File: src/rtl/ide_xfer_ctrl_if.sv
// Task-file, host-port, FIFO-status and IO-controller signals of the IDE transfer sequencer.
// master drives commands and status pulses; slave is the sequencer itself.
interface ide_xfer_ctrl_if;
  logic       cmd_start;
  logic       cmd_dir;
  logic [7:0] cmd_count;
  logic       cmd_abort;
  logic       host_word;
  logic       io_sector_done;
  logic       fifo_full;
  logic       fifo_empty;
  logic       irq_ack;
  logic       fifo_reset;
  logic       drq;
  logic       irq;
  logic       io_req;
  logic       busy;
  logic       err;
  logic [8:0] sectors_left;

  modport master (
    output cmd_start, cmd_dir, cmd_count, cmd_abort, host_word, io_sector_done,
           fifo_full, fifo_empty, irq_ack,
    input  fifo_reset, drq, irq, io_req, busy, err, sectors_left
  );

  modport slave (
    input  cmd_start, cmd_dir, cmd_count, cmd_abort, host_word, io_sector_done,
           fifo_full, fifo_empty, irq_ack,
    output fifo_reset, drq, irq, io_req, busy, err, sectors_left
  );
endinterface

File: src/rtl/ide_xfer_ctrl.sv
// Multi-sector ATA PIO sequencer: gates host/IO access to the sector FIFO, counts words/sectors.
// Define IDE_SECTOR_IRQ_EN to also raise irq at every sector boundary.
module ide_xfer_ctrl #(
  parameter int SECTOR_WORDS = 256
) (
  input logic           clk,
  input logic           reset,
  input logic           clk_en,
  ide_xfer_ctrl_if.slave bus
);
  typedef enum logic [2:0] {IDLE, CLEAR, IO_WAIT, HOST_XFER, IO_XFER, FINISH} state_e;

  localparam logic [7:0] LAST_WORD = 8'(SECTOR_WORDS - 1);
`ifdef IDE_SECTOR_IRQ_EN
  localparam bit SECTOR_IRQ = 1'b1;
`else
  localparam bit SECTOR_IRQ = 1'b0;
`endif

  state_e     state_q, state_d;
  logic       dir_q, dir_d;
  logic [8:0] sectors_left_q, sectors_left_d;
  logic [7:0] word_cnt_q, word_cnt_d;
  logic       done_seen_q, done_seen_d;
  logic       drq_q, drq_d;
  logic       irq_q, irq_d;
  logic       io_req_q, io_req_d;
  logic       busy_q, busy_d;
  logic       err_q, err_d;
  logic       fifo_reset_q, fifo_reset_d;

  logic done_any, last_sec, in_io;

  assign done_any = done_seen_q | bus.io_sector_done;
  assign last_sec = (sectors_left_q == 9'd1);
  assign in_io    = (state_q == IO_WAIT) || (state_q == IO_XFER);

  always_comb begin
    state_d        = state_q;
    dir_d          = dir_q;
    sectors_left_d = sectors_left_q;
    word_cnt_d     = word_cnt_q;
    drq_d          = drq_q;
    io_req_d       = io_req_q;
    busy_d         = busy_q;
    err_d          = err_q;
    fifo_reset_d   = 1'b0;
    irq_d          = irq_q & ~bus.irq_ack;

    case (state_q)
      IDLE: if (bus.cmd_start) begin
        state_d        = CLEAR;
        dir_d          = bus.cmd_dir;
        sectors_left_d = (bus.cmd_count == 8'd0) ? 9'd256 : {1'b0, bus.cmd_count};
        word_cnt_d     = 8'd0;
        err_d          = 1'b0;
        busy_d         = 1'b1;
      end
      CLEAR: begin
        fifo_reset_d = 1'b1;
        if (dir_q) begin
          state_d = HOST_XFER;
          drq_d   = 1'b1;
        end else begin
          state_d  = IO_WAIT;
          io_req_d = 1'b1;
        end
      end
      IO_WAIT: if (done_any && bus.fifo_full) begin
        state_d    = HOST_XFER;
        io_req_d   = 1'b0;
        drq_d      = 1'b1;
        word_cnt_d = 8'd0;
        if (SECTOR_IRQ) irq_d = 1'b1;
      end
      HOST_XFER: if (bus.host_word) begin
        word_cnt_d = word_cnt_q + 8'd1;
        if (word_cnt_q == LAST_WORD) begin
          // drq drops on the same edge that counts the last word of the sector
          word_cnt_d = 8'd0;
          drq_d      = 1'b0;
          if (dir_q) begin
            state_d  = IO_XFER;
            io_req_d = 1'b1;
          end else begin
            sectors_left_d = sectors_left_q - 9'd1;
            if (last_sec) begin
              state_d = FINISH;
            end else begin
              state_d  = IO_WAIT;
              io_req_d = 1'b1;
            end
          end
        end
      end
      IO_XFER: if (done_any && bus.fifo_empty) begin
        io_req_d       = 1'b0;
        sectors_left_d = sectors_left_q - 9'd1;
        if (last_sec) begin
          state_d = FINISH;
        end else begin
          state_d    = HOST_XFER;
          drq_d      = 1'b1;
          word_cnt_d = 8'd0;
          if (SECTOR_IRQ) irq_d = 1'b1;
        end
      end
      FINISH: begin
        state_d = IDLE;
        irq_d   = 1'b1;
        busy_d  = 1'b0;
      end
      default: state_d = IDLE;
    endcase

    // abort overrides any transition; sectors_left keeps the progress made so far
    if (bus.cmd_abort && (state_q != IDLE)) begin
      state_d        = IDLE;
      sectors_left_d = sectors_left_q;
      fifo_reset_d   = 1'b1;
      err_d          = 1'b1;
      irq_d          = 1'b1;
      drq_d          = 1'b0;
      io_req_d       = 1'b0;
      busy_d         = 1'b0;
    end

    done_seen_d = in_io && (state_d == state_q) && done_any;
  end

  always_ff @(posedge clk) begin
    if (clk_en) begin
      if (reset) begin
        state_q        <= IDLE;
        dir_q          <= 1'b0;
        sectors_left_q <= 9'd0;
        word_cnt_q     <= 8'd0;
        done_seen_q    <= 1'b0;
        drq_q          <= 1'b0;
        irq_q          <= 1'b0;
        io_req_q       <= 1'b0;
        busy_q         <= 1'b0;
        err_q          <= 1'b0;
        fifo_reset_q   <= 1'b0;
      end else begin
        state_q        <= state_d;
        dir_q          <= dir_d;
        sectors_left_q <= sectors_left_d;
        word_cnt_q     <= word_cnt_d;
        done_seen_q    <= done_seen_d;
        drq_q          <= drq_d;
        irq_q          <= irq_d;
        io_req_q       <= io_req_d;
        busy_q         <= busy_d;
        err_q          <= err_d;
        fifo_reset_q   <= fifo_reset_d;
      end
    end
  end

  assign bus.fifo_reset   = fifo_reset_q;
  assign bus.drq          = drq_q;
  assign bus.irq          = irq_q;
  assign bus.io_req       = io_req_q;
  assign bus.busy         = busy_q;
  assign bus.err          = err_q;
  assign bus.sectors_left = sectors_left_q;
endmodule

File: src/flat_wrapper.sv
// flat-port wrapper written by rule: the top's interface ports become plain ports
module ide_xfer_ctrl_flat 
#(
  parameter int SECTOR_WORDS = 256
)
  (clk, reset, clk_en, bus_cmd_start, bus_cmd_dir, bus_cmd_count, bus_cmd_abort, bus_host_word, bus_io_sector_done, bus_fifo_full, bus_fifo_empty, bus_irq_ack, bus_fifo_reset, bus_drq, bus_irq, bus_io_req, bus_busy, bus_err, bus_sectors_left);
  ide_xfer_ctrl_if bus_i ();
  input logic clk;
  input logic reset;
  input logic clk_en;
  input wire logic [$bits(bus_i.cmd_start)-1:0] bus_cmd_start;
  input wire logic [$bits(bus_i.cmd_dir)-1:0] bus_cmd_dir;
  input wire logic [$bits(bus_i.cmd_count)-1:0] bus_cmd_count;
  input wire logic [$bits(bus_i.cmd_abort)-1:0] bus_cmd_abort;
  input wire logic [$bits(bus_i.host_word)-1:0] bus_host_word;
  input wire logic [$bits(bus_i.io_sector_done)-1:0] bus_io_sector_done;
  input wire logic [$bits(bus_i.fifo_full)-1:0] bus_fifo_full;
  input wire logic [$bits(bus_i.fifo_empty)-1:0] bus_fifo_empty;
  input wire logic [$bits(bus_i.irq_ack)-1:0] bus_irq_ack;
  output wire logic [$bits(bus_i.fifo_reset)-1:0] bus_fifo_reset;
  output wire logic [$bits(bus_i.drq)-1:0] bus_drq;
  output wire logic [$bits(bus_i.irq)-1:0] bus_irq;
  output wire logic [$bits(bus_i.io_req)-1:0] bus_io_req;
  output wire logic [$bits(bus_i.busy)-1:0] bus_busy;
  output wire logic [$bits(bus_i.err)-1:0] bus_err;
  output wire logic [$bits(bus_i.sectors_left)-1:0] bus_sectors_left;
  assign bus_i.cmd_start = bus_cmd_start;
  assign bus_i.cmd_dir = bus_cmd_dir;
  assign bus_i.cmd_count = bus_cmd_count;
  assign bus_i.cmd_abort = bus_cmd_abort;
  assign bus_i.host_word = bus_host_word;
  assign bus_i.io_sector_done = bus_io_sector_done;
  assign bus_i.fifo_full = bus_fifo_full;
  assign bus_i.fifo_empty = bus_fifo_empty;
  assign bus_i.irq_ack = bus_irq_ack;
  assign bus_fifo_reset = bus_i.fifo_reset;
  assign bus_drq = bus_i.drq;
  assign bus_irq = bus_i.irq;
  assign bus_io_req = bus_i.io_req;
  assign bus_busy = bus_i.busy;
  assign bus_err = bus_i.err;
  assign bus_sectors_left = bus_i.sectors_left;
  ide_xfer_ctrl #(.SECTOR_WORDS(SECTOR_WORDS)) u_core (.clk(clk), .reset(reset), .clk_en(clk_en), .bus(bus_i));
endmodule
File: config.mk
export PLATFORM = sky130hd
export DESIGN_NAME = ide_xfer_ctrl_flat
export DESIGN_NICKNAME = d
export VERILOG_FILES = /design/src/rtl/ide_xfer_ctrl_if.sv /design/src/rtl/ide_xfer_ctrl.sv /design/src/flat_wrapper.sv
export SDC_FILE = /design/constraint.sdc
export NUM_CORES = 1
export LEC_CHECK = 0
export BUFFER_PORTS_ARGS = -buffer_cell sky130_fd_sc_hd__buf_2
export CAP_MARGIN = 15
export CORE_MARGIN = 5
export CORE_UTILIZATION = 56
export DETAILED_ROUTE_END_ITERATION = 7
export PLACE_DENSITY = 0.8
export REMOVE_ABC_BUFFERS = 1
export SYNTH_ARGS = -nofsm -noshare
export SYNTH_HDL_FRONTEND = slang
export SYNTH_SLANG_ARGS = --single-unit
File: constraint.sdc
create_clock -name clk -period 2.5 [get_ports clk]
set_clock_uncertainty 0.1 [all_clocks]
set_input_delay 0.125 -clock clk [delete_from_list [all_inputs] [get_ports clk]]
set_output_delay 0.125 -clock clk [all_outputs]
set_load 0.02 [all_outputs]
== Word-level counts from Yosys, hierarchy flattened ==
Cells that the tools add are included.

* Bits in registers: 28
* Bits in latches: 0
* Memory bits (writable): 0
* Bits in read-only memories: 0
* Input port bits: 19
* Output and inout port bits: 15
* Word-level logic and storage cells: 117
* Memories: 0

* Add/subtract/negate cells: 2
* Multipliers: 0
* Div/mod/pow operators: 0
* Magnitude comparators: 0
* Equal/unequal tests: 25
* Shift operators: 0
* Muxes and demuxes: 51
* Bitwise gates (word level): 3
* Reductions and logical operators: 25

{| class="wikitable"
|+ Operators by type and width
! cell !! number
|-
| two-way mux 9 bit || 7
|-
| two-way mux 8 bit || 6
|-
| one-hot mux 8 bit (4 select lines) || 1
|-
| two-way mux 3 bit || 9
|-
| one-hot mux 9 bit (3 select lines) || 1
|-
| AND reduction 8 bit || 3
|-
| two-way mux 1 bit || 23
|-
| inequality test 3 bit, second input constant || 6
|-
| inequality test 4 bit, second input constant || 4
|-
| one-hot mux 3 bit (5 select lines) || 1
|-
| equality test 9 x 1 -> 1 bit, second input constant || 1
|-
| AND reduction 3 bit || 3
|-
| nonzero test 3 bit || 3
|-
| subtractor 9 x 1 -> 9 bit, second input constant || 1
|-
| adder 8 x 1 -> 8 bit, second input constant || 1
|-
| equality test 8 bit, second input constant || 1
|-
| logical NOT 8 bit || 1
|-
| inequality test 4 x 2 -> 1 bit, second input constant || 2
|-
| inequality test 4 x 3 -> 1 bit, second input constant || 2
|-
| one-hot mux 1 bit (4 select lines) || 2
|-
| nonzero test 4 bit || 2
|-
| AND reduction 7 bit || 1
|-
| equality test 3 x 2 -> 1 bit, second input constant || 2
|-
| equality test 3 bit, second input constant || 2
|-
| other kinds (16) || 21
|}

== Depth between registers and ports, before layout ==
* Word-level depth: 10
* Mapped depth: 6
* Depth with buffers taken out: 6

== Worst setup path after synthesis ==
No wires, ideal clock.

* Kind: reg-to-reg
* From: register u_core.state_q[0]
* To: register u_core.sectors_left_q[0], in the netlist u_core.bus.sectors_left[0] (enable)
* Library setup time: 0.389 ns
* Arrival: 1.831 ns
* Data required time: 2.011 ns
* Setup slack: 0.180 ns
* Cell stages (with the launch flop): 5
* Path buffers: 0
* Cell sequence: edfxtp_1 or2_2 nor2_1 a211oi_1 nor3b_1

* Cells in the longest elaborated chain, start to end: 4

{| class="wikitable"
|+ Ends and longest elaborated chain
! element !! line !! text
|-
| start: declaration || ide_xfer_ctrl.sv:20 || <nowiki>state_e state_q, state_d;</nowiki>
|-
| start signal: assignment || ide_xfer_ctrl.sv:146 || <nowiki>state_q <= state_d;</nowiki>
|-
| nonzero test 3 bit || ide_xfer_ctrl.sv:117 || <nowiki>if (bus.cmd_abort && (state_q != IDLE)) begin</nowiki>
|-
| logical AND 1 bit || ide_xfer_ctrl.sv:117 ||
|-
| inequality test 2 bit (no source line) || - ||
|-
| AND reduction 8 bit (no source line) * || - ||
|-
| end signal: assignment || ide_xfer_ctrl.sv:148 || <nowiki>sectors_left_q <= sectors_left_d;</nowiki>
|-
| end: declaration || ide_xfer_ctrl.sv:22 || <nowiki>logic [8:0] sectors_left_q, sectors_left_d;</nowiki>
|}

Mark *: on every way between the ends. The rest lies on a longest branch, timed or not.
A chain may end at the register's enable or synchronous reset.

== Worst setup path after layout ==
* From: register u_core.sectors_left_q[1], in the netlist u_core.bus.sectors_left[1]
* To: register u_core.word_cnt_q[0] (enable)

* Cells in the longest elaborated chain, start to end: 3

{| class="wikitable"
|+ Ends and longest elaborated chain
! element !! line !! text
|-
| equality test 9 x 1 -> 1 bit || ide_xfer_ctrl.sv:35 || <nowiki>assign last_sec = (sectors_left_q == 9'd1);</nowiki>
|-
| inequality test 3 bit (no source line) || - ||
|-
| AND reduction 7 bit (no source line) || - ||
|-
| end signal: assignment || ide_xfer_ctrl.sv:149 || <nowiki>word_cnt_q <= word_cnt_d;</nowiki>
|-
| end: declaration || ide_xfer_ctrl.sv:23 || <nowiki>logic [7:0] word_cnt_q, word_cnt_d;</nowiki>
|}

Every way passes these cells.

==> flow_metrics.env <==
export IMPL_ios=34
export IMPL_grt_pass1_vias=1487
export IMPL_status="completed"
export IMPL_num_vias=1645
export IMPL_placed_area_sq_mm=0.00216
export IMPL_die_area_sq_mm=0.00475
export IMPL_min_period_over_period_pct=89.4
export IMPL_synth_top_area_cell="edfxtp_1"
export IMPL_hp_class="in -> reg"
export IMPL_worst_endpoint_required_ns=2.45
export IMPL_cp_cell_sequence="inv_1 -> ha_1 -> nor4b_2 -> nand2_1 -> a221oi_1 -> nor2_1"
export IMPL_drcViolationCount=0
export IMPL_fin_tns_setup_ns=0
export IMPL_r2r_slack_ns=0.26
export IMPL_drv_cap=0
export IMPL_ant_nets=0
export IMPL_path_buf_inv=1
export IMPL_tightest_slew_ns=0.641
export IMPL_regArea_sq_um=841
export IMPL_clk_latency_ns=0.32
export IMPL_num_rows=21
export IMPL_die_h_um=68.9
export IMPL_core_area_sq_mm=0.00334
export IMPL_synth_area_leaders="edfxtp_1 43%, nor2_1 6.0%, a211oi_1 3.9%"
export IMPL_rsz0062_at_grt="no"
export IMPL_wl_per_cell_um=15.3
export IMPL_cpPeakStageDelay_ns=0.46
export IMPL_async_flop_share_pct=0
export IMPL_slowest_stage="edfxtp_1"
export IMPL_routed_wl_um=4260
export IMPL_cts_repair_resized=0
export IMPL_syn_to_final_growth_pct=12.9
export IMPL_die_x_um=68.9
export IMPL_antenna_found_initial=0
export IMPL_clkTransAtPathRegs_ns=0.15
export IMPL_nets=256
export IMPL_cts_root_buffer="clkbuf_4"
export IMPL_peakVddDrop_v=0.000301
export IMPL_p_per_area_mw_per_mm2=459
export IMPL_drtPass1Iterations=5
export IMPL_synth_main_ff_cell="edfxtp_1"
export IMPL_setup_viol=0
export IMPL_cts_tree="done"
export IMPL_syn_area_sq_mm=0.00194
export IMPL_multiInputGateArea_sq_mm=0.00104
export IMPL_synth_top_area_share_pct=43.2
export IMPL_initial_utilization_pct=58.3
export IMPL_cp_top_family="simple AND/OR/NAND/NOR gates"
export IMPL_track_usage_pct=19.0
export IMPL_grt_overflow=0
export IMPL_relSlewSlack_pct=57.1
export IMPL_antennaDiodeCount=0
export IMPL_drive_gt1_share_pct=21.9
export IMPL_htree_levels=1
export IMPL_hold_ws_ns=0.0707
export IMPL_io_buffers=33
export IMPL_slew_viol_final=0
export IMPL_min_period_ns=2.24
export IMPL_numCtsBuffers=3
export IMPL_dp_hpwl_um=3170
export IMPL_finalHoldViolCount=0
export IMPL_fillerInstances=295
export IMPL_syn_inst=200
export IMPL_grt_start_max_net_pins=19
export IMPL_final_area_sq_mm=0.00220
export IMPL_clockBufferDepth=2
export IMPL_cp_arrival_ns=2.19
export IMPL_grt_pass1_wl_um=6870
export IMPL_power_leakage_nw=0.792
export IMPL_crit_type="reg -> reg"
export IMPL_synth_edff_count=28
export IMPL_viasPerCell=5.90
export IMPL_cts_sinks=28
export IMPL_worstPathMaxFanout=8
export IMPL_synth_avg_cell_area_sq_um=9.72
export IMPL_ys_warn_count=0
export IMPL_cp_start_kind="register"
export IMPL_fmax_mhz=447
export IMPL_ys_seq_elements=28
export IMPL_gp_congestion=0.878
export IMPL_worstSetupEndpointType="register"
export IMPL_synth_cell_types=55
export IMPL_drt_first_iter_violations=156
export IMPL_seq_area_frac_synth_pct=43.2
synthesized netlist by cell type, types with 3 or more instances:
cell type  instances
nand2_1            9
nor3b_1            4
a21oi_1            9
inv_1              6
xor2_1             5
buf_2              3
clkbuf_1           5
nor2b_1            7
o21ai_0            6
edfxtp_1          28
a21o_1             4
a21boi_0           4
xnor2_1            8
nand3_1            5
a311oi_1           3
nor3_1             6
nor2_1            31
nand2b_1           3
a211oi_1          10
ha_1               3
repair_timing:
action                                  CTS  global route
endpoints found under the hold margin     0             1
hold buffers                              0             1
endpoints found under the setup margin    0             0
setup buffers                             0             0
layout make-up:
type | instances | area share, %
multi-input combinational | 156 | 47.2
clock buffer | 3 | 1.03
inverter | 6 | 1.03
tap | 46 | 2.62
sequential | 28 | 38.3
timing repair buffer | 39 | 9.69
clock inverter | 1 | 0.171
metrics by stage:
step	cells	util (%)	power (mW)	setup slack, ns
detailed placement	274	64.7	0.826	0.306
floorplan	190	-	0.743	-0.0127
CTS	278	65.5	1.01	0.287
global placement	274	64.7	0.824	0.296
global route	279	65.8	1.06	0.131
finish	279	65.8	1.01	0.265
cell usage in the layout, fill, tap and decap left out, types with 5 or more instances in the layout:
cell type  count
buf_2         33
nor2_1        31
edfxtp_1      28
a211oi_1      10
a21oi_1        9
nand2_1        9
xnor2_1        8
nor2b_1        7
inv_1          6
o21ai_0        6
nor3_1         6
nand3_1        5
xor2_1         5
buf_4          5
worst paths after layout:
path                           to                  startpoint  cells after the start
min reg2reg  u_core.word_cnt_q[0]        u_core.word_cnt_q[0]                      1
max reg2reg  u_core.word_cnt_q[0]  u_core.bus.sectors_left[1]                      6
max          u_core.word_cnt_q[0]  u_core.bus.sectors_left[1]                      6
min             u_core.state_q[2]                      clk_en                      1
cell families after synthesis:
group | count (synthesis) | share of synthesized area (%)
fa+ha+maj | 4 | 2.45
flops | 28 | 43.2
simple gates | 84 | 24.3
compound gates | 54 | 20.1
buf+inv | 16 | 3.47
xor+xnor | 13 | 5.86
mux | 1 | 0.579
layer usage:
| metal | global-route usage (%) | up-vias | share of wire, % |
|---|---|---|---|
| li1 | - | 815 | - |
| met1 | 27.5 | 778 | 46 |
| met2 | 30.0 | 48 | 46 |
| met3 | 3.40 | 4 | 6.8 |
| met4 | 3.65 | 0 | 0.91 |
| met5 | 0 | - | 0 |
where the power goes:
group,leakage [nW],internal (mW),total (mW),switching [mW]
sequential,0.278,0.555,0.595,0.0400
combinational,0.498,0.0931,0.223,0.130
clock,0.0154,0.0584,0.189,0.131
total,0.792,0.707,1.01,0.301
flip-flops by register name, indices dropped and copies added (netlist names):
| register | flops |
|---|---|
| u_core.dir_q | 1 |
| u_core.bus.irq | 1 |
| u_core.bus.sectors_left | 9 |
| u_core.state_q | 3 |
| u_core.bus.drq | 1 |
| u_core.bus.fifo_reset | 1 |
| u_core.done_seen_q | 1 |
| u_core.bus.err | 1 |
| u_core.bus.busy | 1 |
| u_core.bus.io_req | 1 |
| u_core.word_cnt_q | 8 |
Note: power is estimated with default switching activity, not from simulation.
